<file path="src/rtl/ifu_pkg.sv">
// ifu_pkg: definitions shared by the instruction fetch unit and its users.
//   ifu_state_e      - fetch FSM state encoding
//   NOP_INSN         - instruction word presented with a fetch fault
//   DEFAULT_RESET_PC - PC loaded on reset unless overridden
//   word_aligned()   - true when an address has its two low bits clear
package ifu_pkg;

    typedef enum logic [2:0] {
        ST_IDLE,
        ST_REQ,
        ST_WAIT,
        ST_DROP,
        ST_HOLD,
        ST_HALT
    } ifu_state_e;

    localparam logic [31:0] NOP_INSN         = 32'h0000_0013;
    localparam logic [31:0] DEFAULT_RESET_PC = 32'h8000_0000;

    function automatic logic word_aligned(input logic [31:0] addr);
        return addr[1:0] == 2'b00;
    endfunction

endpackage

</file>
<file path="src/rtl/ifu_if.sv">
// ifu_if: signal bundle between the fetch unit, instruction memory and the
// downstream decode stage.
//   imem_req_*   - read request channel (valid/ready, word address)
//   imem_resp_*  - read response (one pulse per accepted request, data, fault)
//   redirect_*   - PC change requested by downstream
//   inst_*       - fetched instruction handoff (valid/ready, pc, word, fault)
// Modports: master = fetch unit side, slave = memory/downstream side.
interface ifu_if;

    logic        imem_req_valid;
    logic        imem_req_ready;
    logic [31:0] imem_req_addr;
    logic        imem_resp_valid;
    logic [31:0] imem_resp_data;
    logic        imem_resp_err;
    logic        redirect_valid;
    logic [31:0] redirect_pc;
    logic        inst_valid;
    logic        inst_ready;
    logic [31:0] inst_pc;
    logic [31:0] inst_cmd;
    logic        inst_fault;

    modport master (
        output imem_req_valid,
        input  imem_req_ready,
        output imem_req_addr,
        input  imem_resp_valid,
        input  imem_resp_data,
        input  imem_resp_err,
        input  redirect_valid,
        input  redirect_pc,
        output inst_valid,
        input  inst_ready,
        output inst_pc,
        output inst_cmd,
        output inst_fault
    );

    modport slave (
        input  imem_req_valid,
        output imem_req_ready,
        input  imem_req_addr,
        output imem_resp_valid,
        output imem_resp_data,
        output imem_resp_err,
        output redirect_valid,
        output redirect_pc,
        input  inst_valid,
        output inst_ready,
        input  inst_pc,
        input  inst_cmd,
        input  inst_fault
    );

endinterface

</file>
<file path="src/rtl/ifu.sv">
// ifu: instruction fetch unit. Owns the PC, issues one word read per
// instruction (at most one outstanding), presents the fetched word with its
// PC downstream, and follows redirects, discarding stale responses.
//   clk  - clock, all state on rising edge
//   rst  - asynchronous active-high reset
//   bus  - ifu_if.master: imem request/response, redirect, inst handoff
// Parameter RESET_PC: PC value loaded on reset.
module ifu
    import ifu_pkg::*;
#(
    parameter logic [31:0] RESET_PC = DEFAULT_RESET_PC
) (
    input  logic   clk,
    input  logic   rst,
    ifu_if.master  bus
);

    ifu_state_e  state_q, state_d;
    logic [31:0] pc_q, pc_d;
    logic [31:0] inst_pc_q, inst_pc_d;
    logic [31:0] inst_cmd_q, inst_cmd_d;
    logic        inst_fault_q, inst_fault_d;

    logic        req_fire;
    logic        handoff;
    logic        redirect;
    logic        resp;

    // A misaligned PC never reaches memory; it turns into a fault instruction.
    assign bus.imem_req_valid = (state_q == ST_REQ) && word_aligned(pc_q);
    assign bus.imem_req_addr  = pc_q;

    // Redirect wins over the handoff of a held instruction in the same cycle.
    assign bus.inst_valid = (state_q == ST_HOLD) && !bus.redirect_valid;
    assign bus.inst_pc    = inst_pc_q;
    assign bus.inst_cmd   = inst_cmd_q;
    assign bus.inst_fault = inst_fault_q;

    assign req_fire = bus.imem_req_valid && bus.imem_req_ready;
    assign handoff  = bus.inst_valid && bus.inst_ready;
    assign redirect = bus.redirect_valid;
    assign resp     = bus.imem_resp_valid;

    always_comb begin
        state_d      = state_q;
        pc_d         = pc_q;
        inst_pc_d    = inst_pc_q;
        inst_cmd_d   = inst_cmd_q;
        inst_fault_d = inst_fault_q;

        unique case (state_q)
            ST_IDLE: begin
                state_d = ST_REQ;
            end

            ST_REQ: begin
                if (!word_aligned(pc_q)) begin
                    inst_pc_d    = pc_q;
                    inst_cmd_d   = NOP_INSN;
                    inst_fault_d = 1'b1;
                    state_d      = ST_HOLD;
                end else if (redirect) begin
                    // Once the request fired, its response is stale and must
                    // be absorbed in DROP before issuing the new one.
                    pc_d    = bus.redirect_pc;
                    state_d = req_fire ? ST_DROP : ST_REQ;
                end else if (req_fire) begin
                    state_d = ST_WAIT;
                end
            end

            ST_WAIT: begin
                if (redirect) begin
                    pc_d    = bus.redirect_pc;
                    state_d = resp ? ST_REQ : ST_DROP;
                end else if (resp) begin
                    inst_pc_d    = pc_q;
                    inst_cmd_d   = bus.imem_resp_data;
                    inst_fault_d = bus.imem_resp_err;
                    state_d      = ST_HOLD;
                end
            end

            ST_DROP: begin
                if (redirect) begin
                    pc_d = bus.redirect_pc;
                end
                if (resp) begin
                    state_d = ST_REQ;
                end
            end

            ST_HOLD: begin
                if (redirect) begin
                    pc_d    = bus.redirect_pc;
                    state_d = ST_REQ;
                end else if (handoff) begin
                    if (inst_fault_q) begin
                        state_d = ST_HALT;
                    end else begin
                        pc_d    = pc_q + 32'd4;
                        state_d = ST_REQ;
                    end
                end
            end

            ST_HALT: begin
                if (redirect) begin
                    pc_d    = bus.redirect_pc;
                    state_d = ST_REQ;
                end
            end

            default: begin
                state_d = ST_IDLE;
            end
        endcase
    end

    always_ff @(posedge clk or posedge rst) begin
        if (rst) begin
            state_q      <= ST_IDLE;
            pc_q         <= RESET_PC;
            inst_pc_q    <= '0;
            inst_cmd_q   <= '0;
            inst_fault_q <= 1'b0;
        end else begin
            state_q      <= state_d;
            pc_q         <= pc_d;
            inst_pc_q    <= inst_pc_d;
            inst_cmd_q   <= inst_cmd_d;
            inst_fault_q <= inst_fault_d;
        end
    end

endmodule
</file>
<file path="src/flat_wrapper.sv">
// flat-port wrapper written by rule: the top's interface ports become plain ports
module ifu_flat import ifu_pkg::*;
#(
    parameter logic [31:0] RESET_PC = DEFAULT_RESET_PC
)
  (clk, rst, bus_imem_req_valid, bus_imem_req_ready, bus_imem_req_addr, bus_imem_resp_valid, bus_imem_resp_data, bus_imem_resp_err, bus_redirect_valid, bus_redirect_pc, bus_inst_valid, bus_inst_ready, bus_inst_pc, bus_inst_cmd, bus_inst_fault);
  ifu_if bus_i ();
  input  logic clk;
  input  logic rst;
  output wire logic [$bits(bus_i.imem_req_valid)-1:0] bus_imem_req_valid;
  input wire logic [$bits(bus_i.imem_req_ready)-1:0] bus_imem_req_ready;
  output wire logic [$bits(bus_i.imem_req_addr)-1:0] bus_imem_req_addr;
  input wire logic [$bits(bus_i.imem_resp_valid)-1:0] bus_imem_resp_valid;
  input wire logic [$bits(bus_i.imem_resp_data)-1:0] bus_imem_resp_data;
  input wire logic [$bits(bus_i.imem_resp_err)-1:0] bus_imem_resp_err;
  input wire logic [$bits(bus_i.redirect_valid)-1:0] bus_redirect_valid;
  input wire logic [$bits(bus_i.redirect_pc)-1:0] bus_redirect_pc;
  output wire logic [$bits(bus_i.inst_valid)-1:0] bus_inst_valid;
  input wire logic [$bits(bus_i.inst_ready)-1:0] bus_inst_ready;
  output wire logic [$bits(bus_i.inst_pc)-1:0] bus_inst_pc;
  output wire logic [$bits(bus_i.inst_cmd)-1:0] bus_inst_cmd;
  output wire logic [$bits(bus_i.inst_fault)-1:0] bus_inst_fault;
  assign bus_imem_req_valid = bus_i.imem_req_valid;
  assign bus_i.imem_req_ready = bus_imem_req_ready;
  assign bus_imem_req_addr = bus_i.imem_req_addr;
  assign bus_i.imem_resp_valid = bus_imem_resp_valid;
  assign bus_i.imem_resp_data = bus_imem_resp_data;
  assign bus_i.imem_resp_err = bus_imem_resp_err;
  assign bus_i.redirect_valid = bus_redirect_valid;
  assign bus_i.redirect_pc = bus_redirect_pc;
  assign bus_inst_valid = bus_i.inst_valid;
  assign bus_i.inst_ready = bus_inst_ready;
  assign bus_inst_pc = bus_i.inst_pc;
  assign bus_inst_cmd = bus_i.inst_cmd;
  assign bus_inst_fault = bus_i.inst_fault;
  ifu #(.RESET_PC(RESET_PC)) u_core (.clk(clk), .rst(rst), .bus(bus_i));
endmodule
</file>
<file path="config.mk">
export PLATFORM = sky130hd
export DESIGN_NAME = ifu_flat
export DESIGN_NICKNAME = d
export VERILOG_FILES = /design/src/rtl/ifu_pkg.sv /design/src/rtl/ifu_if.sv /design/src/rtl/ifu.sv /design/src/flat_wrapper.sv
export SDC_FILE = /design/constraint.sdc
export NUM_CORES = 1
export LEC_CHECK = 0
export ABC_AREA = 1
export CAP_MARGIN = 20
export CORE_MARGIN = 2
export CORE_UTILIZATION = 48
export DETAILED_ROUTE_END_ITERATION = 12
export PLACE_DENSITY = 0.88
export SLEW_MARGIN = 20
export SYNTH_ARGS = -nofsm -noshare
export SYNTH_HDL_FRONTEND = slang
export SYNTH_SLANG_ARGS = --single-unit
</file>
<file path="constraint.sdc">
create_clock -name clk -period 3.5 [get_ports clk]
set_input_delay 0.35 -clock clk [delete_from_list [all_inputs] [get_ports clk]]
set_output_delay 0.35 -clock clk [all_outputs]
set_load 0.01 [all_outputs]
</file>
Yosys cells after proc, flatten, opt, wreduce, memory -nomap -nowiden
Cells that the tools add are included.

Equal/unequal tests: 15. Reductions and logical operators: 13. Muxes and demuxes: 31. Add/subtract/negate cells: 1.

Operator list (number): $mux 32 (11); $pmux 32 s2 (2); $pmux 32 s3 (1); $add 32x3->32 const B (1); $mux 3 (10); $pmux 3 s6 (1); $ne 2x2->1 const B (6); $reduce_and 4->1 (2); $eq 3x2->1 const B (2); $eq 3x3->1 const B (2); $ne 3x3->1 const B (2); $reduce_and 5->1 (1); $logic_and 1x1->1 (4); $mux 2 (2); $ne 4x3->1 const B (1); $eq 3x1->1 const B (1); $logic_not 3->1 (1); $mux 1 (3); $ne 3x2->1 const B (1); $reduce_bool 3->1 (1); $reduce_or 3->1 (1); $logic_not 2->1 (1); $pmux 1 s2 (1); $reduce_bool 2->1 (1); $logic_not 1->1 (1).

Output and inout bits: 99. Register bits after elaboration: 100.

Logic depth before layout (Yosys ltp)
Gate-level depths: netlist of run 1.

Depth in word-level cells: 7. Mapped depth: 11.

Worst setup path after synthesis of run 1
Ideal clock, no wire load.

Kind: register to register. From: register u_core.pc_q[3] (netlist: u_core.bus.imem_req_addr[3]). To: register u_core.pc_q[26] (netlist: u_core.bus.imem_req_addr[26]). Stages on the path, launching flop included: 11. Setup slack: 1.920 ns. Arrival: 1.463 ns. Library setup time: 0.116 ns. Required time: 3.384 ns. Path through: dfrtp_1 ha_1 nand2_1 nor2_2 nand2_1 nor2_2 nand2_1 nand2_1 nand3_1 nand2_1 nand2_1.

Word-level cells in the longest chain between the ends: 5.

Ends and longest elaborated chain: start, declared (line ifu.sv:19) `logic [31:0] pc_q, pc_d;`; start signal, assigned (line ifu.sv:129) `pc_q <= pc_d;`; $add 32x3->32 (line ifu.sv:101) `pc_d = pc_q + 32'd4;`; $mux 32 (line ifu.sv:98) `if (inst_fault_q) begin`; $mux 32 (line ifu.sv:97) `end else if (handoff) begin`; $mux 32 (line ifu.sv:94) `if (redirect) begin`; $pmux 32 s3 (line ifu.sv:51) `unique case (state_q)`.

Every way passes these cells. The select of a mux whose other input is x is not followed. A chain may end at the register's enable or synchronous reset.

Final worst setup path of run 1
From: input bus_redirect_valid. To: output bus_inst_valid.

Word-level cells in the longest chain between the ends: 2.

Ends and longest elaborated chain: start, declared (line flat_wrapper.sv:16) `input wire logic [$bits(bus_i.redirect_valid)-1:0] bus_redirect_valid;`; $logic_not 1->1 (line ifu.sv:34) `assign bus.inst_valid = (state_q == ST_HOLD) && !bus.redirect_valid;`; $logic_and 1x1->1 (line ifu.sv:34); end, declared (line flat_wrapper.sv:18) `output wire logic [$bits(bus_i.inst_valid)-1:0] bus_inst_valid;`.

Every way passes these cells.

==> results.yml, run 1 <==
sta:
  worst_pin_slew_ns: 0.5435
  slew_headroom: 0.6376
  fmax_mhz: 406.2
  fin_skew_ns: 0.006045
  drv_slew: 0
  fin_crit_ns: 2.462
  hold_viol: 0
  finalCritPeriodShare: 0.7034
  setup-tns-final_ns: 0
  final-setup-viol-count: 0
  rsz0062_at_grt: "false"
route:
  viasPerCell: 5.137
  drt-initial-drc-count: 565
  drc: 0
  drt_wl_total_mm: 15.28
  ant_nets: 0
  routed-via-count: 5461
  wl_per_cell_um: 14.37
  drt_pass1_iterations: 5
run:
  maxCapViolCount: 0
pwr:
  power_leakage_nw: 3.447
  total_power_w: 0.006739
  peakVddDrop_mv: 0.6351
  powerDensity_nw_per_um2: 877.9
worst_setup_path:
  crit_required_ns: 3.15
  timing.rr.start: "u_core.state_q[2]$_DFFE_PP0P_"
  criticalPathCategory: "in -> out"
  cp_max_fo: 31
  r2r_slack_ns: 1.06
  r2r-end: "u_core.bus.inst_pc[19]$_DFFE_PP0P_"
  arrival_ns: 2.11
  r2r_cells: 10
  cp-end-kind: "output pin"
  startpoint_type: "input port"
cts:
  clkTransAtPathRegs_ns: 0.07
  post_cts_resized: 0
  clk_latency_ns: 0.34
  hold_buffers: 0
  clockRootBuffer: "clkbuf_16"
  clock_sinks: 100
  cts_made_buffers: 9
  cts_setup_buffers: 0
  htree_levels: 3
  cts_tree: "built"
  clockBufferDepth: 2
run_status:
  status: "finished clean"
placed_design:
  gp_congestion: 0.9132
  io_buffers: 169
  dpl_cell_area_sq_um: 7365
  hpwlAfterDp_mm: 11.07
finish:
  multi_input_area_sq_um: 2603
  area_growth_pct: 36.18
  final-seq-area_sq_um: 2504
  fin_util: 0.6723
  n_fill_cell: 958
  nets: 987
  final_cell_mix: "266 x nand2_1, 169 x clkdlybuf4s50_1, 99 x dfrtp_1, 74 x inv_1, 56 x nor2_1"
  drive_above_1_share: 0.1250
  fin_area_sq_um: 7676
  final_common_cell: "nand2_1"
  antennaDiodeCount: 0
global_route:
  grt_pass1_vias: 5196
  antenna_found_initial: 0
  track_usage: 0.2463
  grt_overflow_total: 0
  grt_max_degree: 101
  grt_pass1_wl_mm: 25.25
floorplanning:
  ioPinCount: 170
  fp.dieArea_sq_um: 12630
  start_util: 0.4936
  core_area_sq_um: 11420
  num_rows: 39
  dieHeight_um: 112.4
  die_x_um: 112.4
yosys:
  postSynthCellCount: 757
  ys_warn_count: 0
  synth_area_per_cell_sq_um: 7.446
  synth-seq-cells: 100
  yosysSeqAreaShare: 0.4442
  postSynthNetCount: 829
  synth.distinct_cells: 30
  synth_area_sq_um: 5637
hold_path:
  min_path_type: "in -> async"
## through the flow
step	std cells	hold slack, ns	setup slack, ns
floorplan	757	0.4843	0.5329
global placement	1047	0.4629	1.044
detailed placement	1047	0.4689	0.9672
CTS	1063	0.4845	1.020
global route	1063	0.5057	0.8142
finish	1063	0.4812	1.038
## power breakdown
group	internal (W)	switching [W]	total, W	leakage (nW)
clock	0.000598	0.000449	0.00105	0.149
sequential	0.00163	0.000478	0.00211	1.29
combinational	0.00153	0.00205	0.00358	2.01
total	0.00376	0.00298	0.00674	3.45
## critical path, cell delays in order
cell             delay (ns)
clkdlybuf4s50_1        0.63
inv_2                  0.11
nand3_2                0.12
buf_4                  0.32
inv_2                  0.09
clkdlybuf4s50_1        0.49
## routing by layer
layer | global-route usage | vias to the layer above | part of all wire
met3 | 0.04050 | 41 | 0.077
met5 | 0 | - | 0
met1 | 0.3278 | 2468 | 0.41
li1 | - | 2695 | -
met2 | 0.3980 | 257 | 0.47
met4 | 0.1122 | 0 | 0.034
## Yosys cell counts
master	count	area, sq um
o21ai_2	36	315.3
clkbuf_1	7	26.28
inv_1	75	281.5
nand2_2	28	175.2
nand3_2	2	20.02
nand4_1	7	43.79
nand3b_4	1	20.02
nand2_4	1	11.26
o21ai_1	38	190.2
buf_2	7	35.03
a21oi_1	1	5.000
dfrtp_1	99	2477
nand3_1	54	270.3
xor2_1	2	17.52
buf_4	2	15.01
nor2_4	2	22.52
nand2_1	266	998.5
nor2_1	56	210.2
or2_2	9	56.30
o211ai_1	1	7.510
and2_1	2	12.51
inv_2	7	26.28
nor2_2	4	25.02
dfstp_2	1	26.28
o21ai_0	19	95.09
nor3_1	14	70.07
o21ai_4	1	16.27
buf_6	13	146.4
o21a_1	1	7.510
ha_1	1	12.51
## how the worst max path moves through the flow
| stage | from | endpoint | slack [ns] | depth (start not counted) |
|---|---|---|---|---|
| floorplan | rst | u_core.bus.imem_req_addr[0]$_DFFE_PP0P_ | 0.53 | 1 |
| global placement | bus_redirect_valid | u_core.bus.imem_req_addr[4]$_DFFE_PP0P_ | 1.04 | 9 |
| detailed placement | bus_redirect_valid | u_core.bus.imem_req_addr[4]$_DFFE_PP0P_ | 0.97 | 9 |
| CTS | u_core.state_q[2]$_DFFE_PP0P_ | u_core.bus.inst_cmd[31]$_DFFE_PP0P_ | 1.02 | 10 |
| global route | u_core.state_q[2]$_DFFE_PP0P_ | u_core.bus.inst_cmd[31]$_DFFE_PP0P_ | 0.81 | 10 |
| finish | bus_redirect_valid | bus_inst_valid | 1.04 | 6 |
## sequential cells by signal (all words and copies together) (netlist names)
| register | cells |
|---|---|
| u_core.bus.imem_req_addr | 32 |
| u_core.bus.inst_cmd | 32 |
| u_core.bus.inst_pc | 32 |
| u_core.state_q | 3 |
| u_core.bus.inst_fault | 1 |
## kinds of logic after synthesis
kind of cell,Yosys count,share of synthesized area
AOI/OAI and AO/OA,97,0.1130
and+or+nand+nor,446,0.3434
DFF,100,0.4442
buffers and inverters,111,0.09412
adders and majority gates,1,0.002219
xor gates and xnor gates,2,0.003108
## final cells by class
| class | instances | area share |
|---|---|---|
| clock buffer | 12 | 0.03341 |
| clock inverter | 4 | 0.007172 |
| inverter | 82 | 0.04042 |
| multi-input combinational | 546 | 0.3390 |
| sequential | 100 | 0.3262 |
| tap | 143 | 0.02331 |
| timing repair buffer | 176 | 0.2305 |
Note: power is estimated with default switching activity, not from simulation.
==> run 2: changes to the inputs <==
clock period = 2.55 ns   (was 3.5 ns; I/O delays follow)
==> results.yml, run 2 (synthesis results as in run 1) <==
cts:
  cts_made_buffers: 9
  clockBufferDepth: 2
  cts_setup_buffers: 0
  clockRootBuffer: "clkbuf_16"
  cts_tree: "built"
  clkTransAtPathRegs_ns: 0.07
  htree_levels: 3
  post_cts_resized: 0
  clock_sinks: 100
  hold_buffers: 0
  clk_latency_ns: 0.35
floorplanning:
  start_util: 0.4936
  fp.dieArea_sq_um: 12630
  dieHeight_um: 112.4
  die_x_um: 112.4
  ioPinCount: 170
  num_rows: 39
  core_area_sq_um: 11420
sta:
  rsz0062_at_grt: "false"
  final-setup-viol-count: 0
  slew_headroom: 0.6445
  hold_viol: 0
  fin_skew_ns: 0.008356
  drv_slew: 0
  finalCritPeriodShare: 0.8711
  fin_crit_ns: 2.221
  setup-tns-final_ns: 0
  fmax_mhz: 450.2
  worst_pin_slew_ns: 0.5313
global_route:
  grt_max_degree: 105
  antenna_found_initial: 0
  grt_overflow_total: 0
  grt_pass1_wl_mm: 24.83
  track_usage: 0.2419
  grt_pass1_vias: 4983
pwr:
  switching_share: 0.4487
  power_frac_comb: 0.542
  switchingPower_w: 0.004089
  peakVddDrop_mv: 0.8717
  power_leakage_nw: 3.433
  clockPowerShare: 0.142
  seq_power_share: 0.317
  powerDensity_nw_per_um2: 1189
  p_int_w: 0.005023
  total_power_w: 0.009112
finish:
  multi_input_area_sq_um: 2603
  drive_above_1_share: 0.1289
  final_common_cell: "nand2_1"
  area_growth_pct: 36.00
  nets: 990
  final-seq-area_sq_um: 2504
  antennaDiodeCount: 0
  n_fill_cell: 946
  final_cell_mix: "266 x nand2_1, 169 x clkdlybuf4s50_1, 99 x dfrtp_1, 74 x inv_1, 56 x nor2_1"
hold_path:
  min_path_type: "in -> async"
worst_setup_path:
  crit_required_ns: 2.30
  criticalPathCategory: "reg -> out"
  path_cells: "nor2_2 -> nand3_2 -> inv_2 -> clkdlybuf4s50_1"
  cp_max_fo: 10
  timing.rr.start: "u_core.bus.imem_req_addr[4]$_DFFE_PP0P_"
  slowest_stage: "clkdlybuf4s50_1"
  cp-end-kind: "output pin"
  arrival_ns: 1.97
  cp_slowest_stage_delay_ns: 0.57
  startpoint_type: "register"
  crit_start: "u_core.state_q[0]$_DFFE_PP0P_"
run:
  maxCapViolCount: 0
route:
  viasPerCell: 5.066
  drt-initial-drc-count: 492
  drt_pass1_iterations: 7
  ant_nets: 0
  routed-via-count: 5400
  drt_wl_total_mm: 14.88
  wl_per_cell_um: 13.96
  drc: 0
placed_design:
  gp_congestion: 0.9077
  hpwlAfterDp_mm: 10.89
  io_buffers: 169
run_status:
  status: "finished clean"
[run 2: changes by cell type in the layout (fill, tap and decap cells not counted), sizes merged]
cell	before	now
buf	7	10
clkinv	1	2
inv	83	82
clkinvlp	1	5
clkbuf	12	9
bufinv	1	0
[run 2: layout make-up]
class                      count  share of cell area
sequential                   100              0.3266
clock inverter                 7            0.006855
tap                          143             0.02334
multi-input combinational    546              0.3395
clock buffer                   9             0.02938
timing repair buffer         179              0.2337
inverter                      82             0.04064
[run 2: through the flow]
stage | instances | setup WS [ns] | util | hold WS (ns) | cell area (sq um)
detailed placement | 1050 | 0.3857 | 0.6471 | 0.4720 | 7388
global placement | 1050 | 0.4094 | 0.6471 | 0.4620 | 7388
CTS | 1066 | 0.3213 | 0.6714 | 0.3847 | 7666
global route | 1066 | 0.2370 | 0.6714 | 0.4175 | 7666
floorplan | 757 | 0.9704 | - | 0.4019 | 5640
finish | 1066 | 0.3286 | 0.6714 | 0.3640 | 7666
[run 2: worst paths after layout]
kind / endpoint / slack (ns) / cells after the start
setup / recovery: bus_inst_valid / 0.33 / 4
hold / removal: u_core.bus.inst_cmd[27]$_DFFE_PP0P_ / 0.36 / 3
setup reg to reg: u_core.bus.imem_req_addr[25]$_DFFE_PP0P_ / 0.62 / 9
hold reg to reg: u_core.bus.inst_cmd[8]$_DFFE_PP0P_ / 0.49 / 2
max in group asynchronous: u_core.state_q[1]$_DFFE_PP0P_ / 1.82 / 3
min in group clk: u_core.bus.inst_cmd[26]$_DFFE_PP0P_ / 0.46 / 3
[run 2: metal layers]
| layer | wire length, um | part of all wire | track usage |
|---|---|---|---|
| met4 | 306 | 0.021 | 0.08130 |
| met5 | 0 | 0 | 0 |
| met1 | 6449 | 0.43 | 0.3395 |
| met3 | 1044 | 0.070 | 0.03942 |
| met2 | 7078 | 0.48 | 0.3851 |
[run 2: critical path: cells and delay by family, from the launching register on]
| family | cells | cell delay, ns |
|---|---|---|
| DFF | 1 | 0.44 |
| buffers and inverters | 2 | 0.79 |
| and+or+nand+nor | 2 | 0.38 |
[run 2: power groups by stage]
stage	Sequential [W]	Clock, W	Combinational (W)
finish	0.00289	0.00129	0.00493
floorplan	0.00304	0	0.00308
global route	0.00298	0.00138	0.00545
CTS	0.00288	0.00131	0.00497
detailed placement	0.00290	0	0.00494
global placement	0.00289	0	0.00482
==> run 3: changes to the inputs <==
clock period = 2.1 ns   (was 2.55 ns; I/O delays follow)
==> results.yml, run 3 (synthesis results as in run 1) <==
run_status:
  status: "finished clean"
worst_setup_path:
  arrival_ns: 1.83
  cp_slowest_stage_delay_ns: 0.54
  r2r_cells: 10
  criticalPathCategory: "reg -> out"
  cp-end-kind: "output pin"
  startpoint_type: "register"
  cp_max_fo: 5
  crit_start: "u_core.state_q[0]$_DFFE_PP0P_"
  timing.rr.start: "u_core.bus.imem_req_addr[3]$_DFFE_PP0P_"
  crit_end: "bus_inst_valid"
  slowest_stage: "clkdlybuf4s50_1"
  r2r-end: "u_core.bus.imem_req_addr[24]$_DFFE_PP0P_"
  r2r_slack_ns: 0.19
  crit_required_ns: 1.89
  path_cells: "nor2_2 -> nand3_4 -> inv_2 -> clkdlybuf4s50_1"
floorplanning:
  dieHeight_um: 112.4
  num_rows: 39
  die_x_um: 112.4
  core_area_sq_um: 11420
  start_util: 0.4936
  fp.dieArea_sq_um: 12630
  ioPinCount: 170
sta:
  final-setup-viol-count: 0
  fmax_mhz: 489.5
  drv_slew: 0
  fin_crit_ns: 2.043
  worst_pin_slew_ns: 0.4927
  hold_viol: 0
  setup-tns-final_ns: 0
  slew_headroom: 0.6715
  fin_skew_ns: 0.006400
  finalCritPeriodShare: 0.9729
  rsz0062_at_grt: "false"
global_route:
  antenna_found_initial: 0
  grt_overflow_total: 0
  grt_pass1_vias: 5444
  track_usage: 0.2543
  grt_pass1_wl_mm: 25.91
  grt_max_degree: 70
cts:
  clockRootBuffer: "clkbuf_16"
  cts_made_buffers: 9
  clock_sinks: 100
  htree_levels: 3
  clkTransAtPathRegs_ns: 0.07
  post_cts_resized: 0
  clockBufferDepth: 2
  cts_setup_buffers: 0
  hold_buffers: 0
  clk_latency_ns: 0.34
  cts_tree: "built"
pwr:
  peakVddDrop_mv: 1.024
  power_leakage_nw: 3.491
  powerDensity_nw_per_um2: 1464
finish:
  final_common_cell: "nand2_1"
  nets: 995
  fin_cells: 1071
  fin_area_sq_um: 7756
  area_growth_pct: 37.60
  drive_above_1_share: 0.1325
  final_cell_mix: "266 x nand2_1, 169 x clkdlybuf4s50_1, 99 x dfrtp_1, 74 x inv_1, 56 x nor2_1"
  antennaDiodeCount: 0
route:
  drt_pass1_iterations: 5
  drt_wl_total_mm: 15.48
  ant_nets: 0
  drc: 0
  routed-via-count: 5508
  wl_per_cell_um: 14.45
  drt-initial-drc-count: 456
  viasPerCell: 5.143
hold_path:
  min_path_type: "in -> async"
placed_design:
  dpl_cell_area_sq_um: 7426
  hpwlAfterDp_mm: 11.16
  io_buffers: 169
  dp_cells: 1055
  gp_congestion: 0.9339
run:
  maxCapViolCount: 0
-- run 3: changes by cell type in the layout (fill, tap and decap cells not counted) --
cell        before  now
bufinv_16        0    1
nand3_2          2    1
clkbuf_1         0    1
clkbuf_8         0    3
nand3_4          0    1
buf_4            8   12
nor2_2           4    3
clkinvlp_4       5    1
inv_6            1    0
buf_6            0    1
nor2_4           2    3
-- run 3: critical path: cells and delay by family (launching register included) --
family	cells	cell delay, ns
buffers and inverters	2	0.67
DFF	1	0.43
and+or+nand+nor	2	0.40
-- run 3: worst min-delay path by stage --
stage | start | endpoint | slack, ns | depth (start not counted)
after floorplan | bus_redirect_pc[0] | u_core.bus.imem_req_addr[0]$_DFFE_PP0P_ | 0.36 | 2
after global placement | u_core.bus.inst_pc[10]$_DFFE_PP0P_ | u_core.bus.inst_pc[10]$_DFFE_PP0P_ | 0.47 | 2
final | rst | u_core.bus.inst_cmd[27]$_DFFE_PP0P_ | 0.33 | 3
after CTS | rst | u_core.bus.inst_cmd[27]$_DFFE_PP0P_ | 0.36 | 3
after detailed placement | u_core.bus.inst_pc[26]$_DFFE_PP0P_ | u_core.bus.inst_pc[26]$_DFFE_PP0P_ | 0.47 | 2
after global routing | rst | u_core.bus.inst_cmd[27]$_DFFE_PP0P_ | 0.39 | 3
-- run 3: layout make-up --
cell class	count	area (sq um)
repair buffers	184	1833
multi-input cells	546	2615
clock inverters	3	43.79
inverters	82	311.5
flip-flops and latches	100	2504
fillers	945	3662
well taps	143	178.9
clock buffers	13	270.3
-- run 3: metrics by stage --
step	hold WS [ns]	power [W]	util	setup slack, ns
2_1_floorplan	0.3569	0.007435	-	0.5204
3_3_place_gp	0.4657	0.009404	0.6503	0.2479
3_5_place_dp	0.4744	0.009587	0.6503	0.1272
4_1_cts	0.3563	0.01138	0.6778	0.03981
5_1_grt	0.3878	0.01218	0.6793	0.002266
6_report	0.3292	0.01135	0.6793	0.05695
-- run 3: report_power, final --
group          internal [W]  switching (W)  leakage (nW)
clock network       0.00102       0.000718         0.156
logic               0.00261        0.00348          2.05
registers           0.00272       0.000798          1.29
-- run 3: routing by layer --
metal  up-vias  GRT usage  wire [um]
met5         -          0          0
met2       232     0.4056       7205
met3        41    0.03618        933
li1       2710          -          -
met4         0     0.1154        465
met1      2525     0.3474       6875
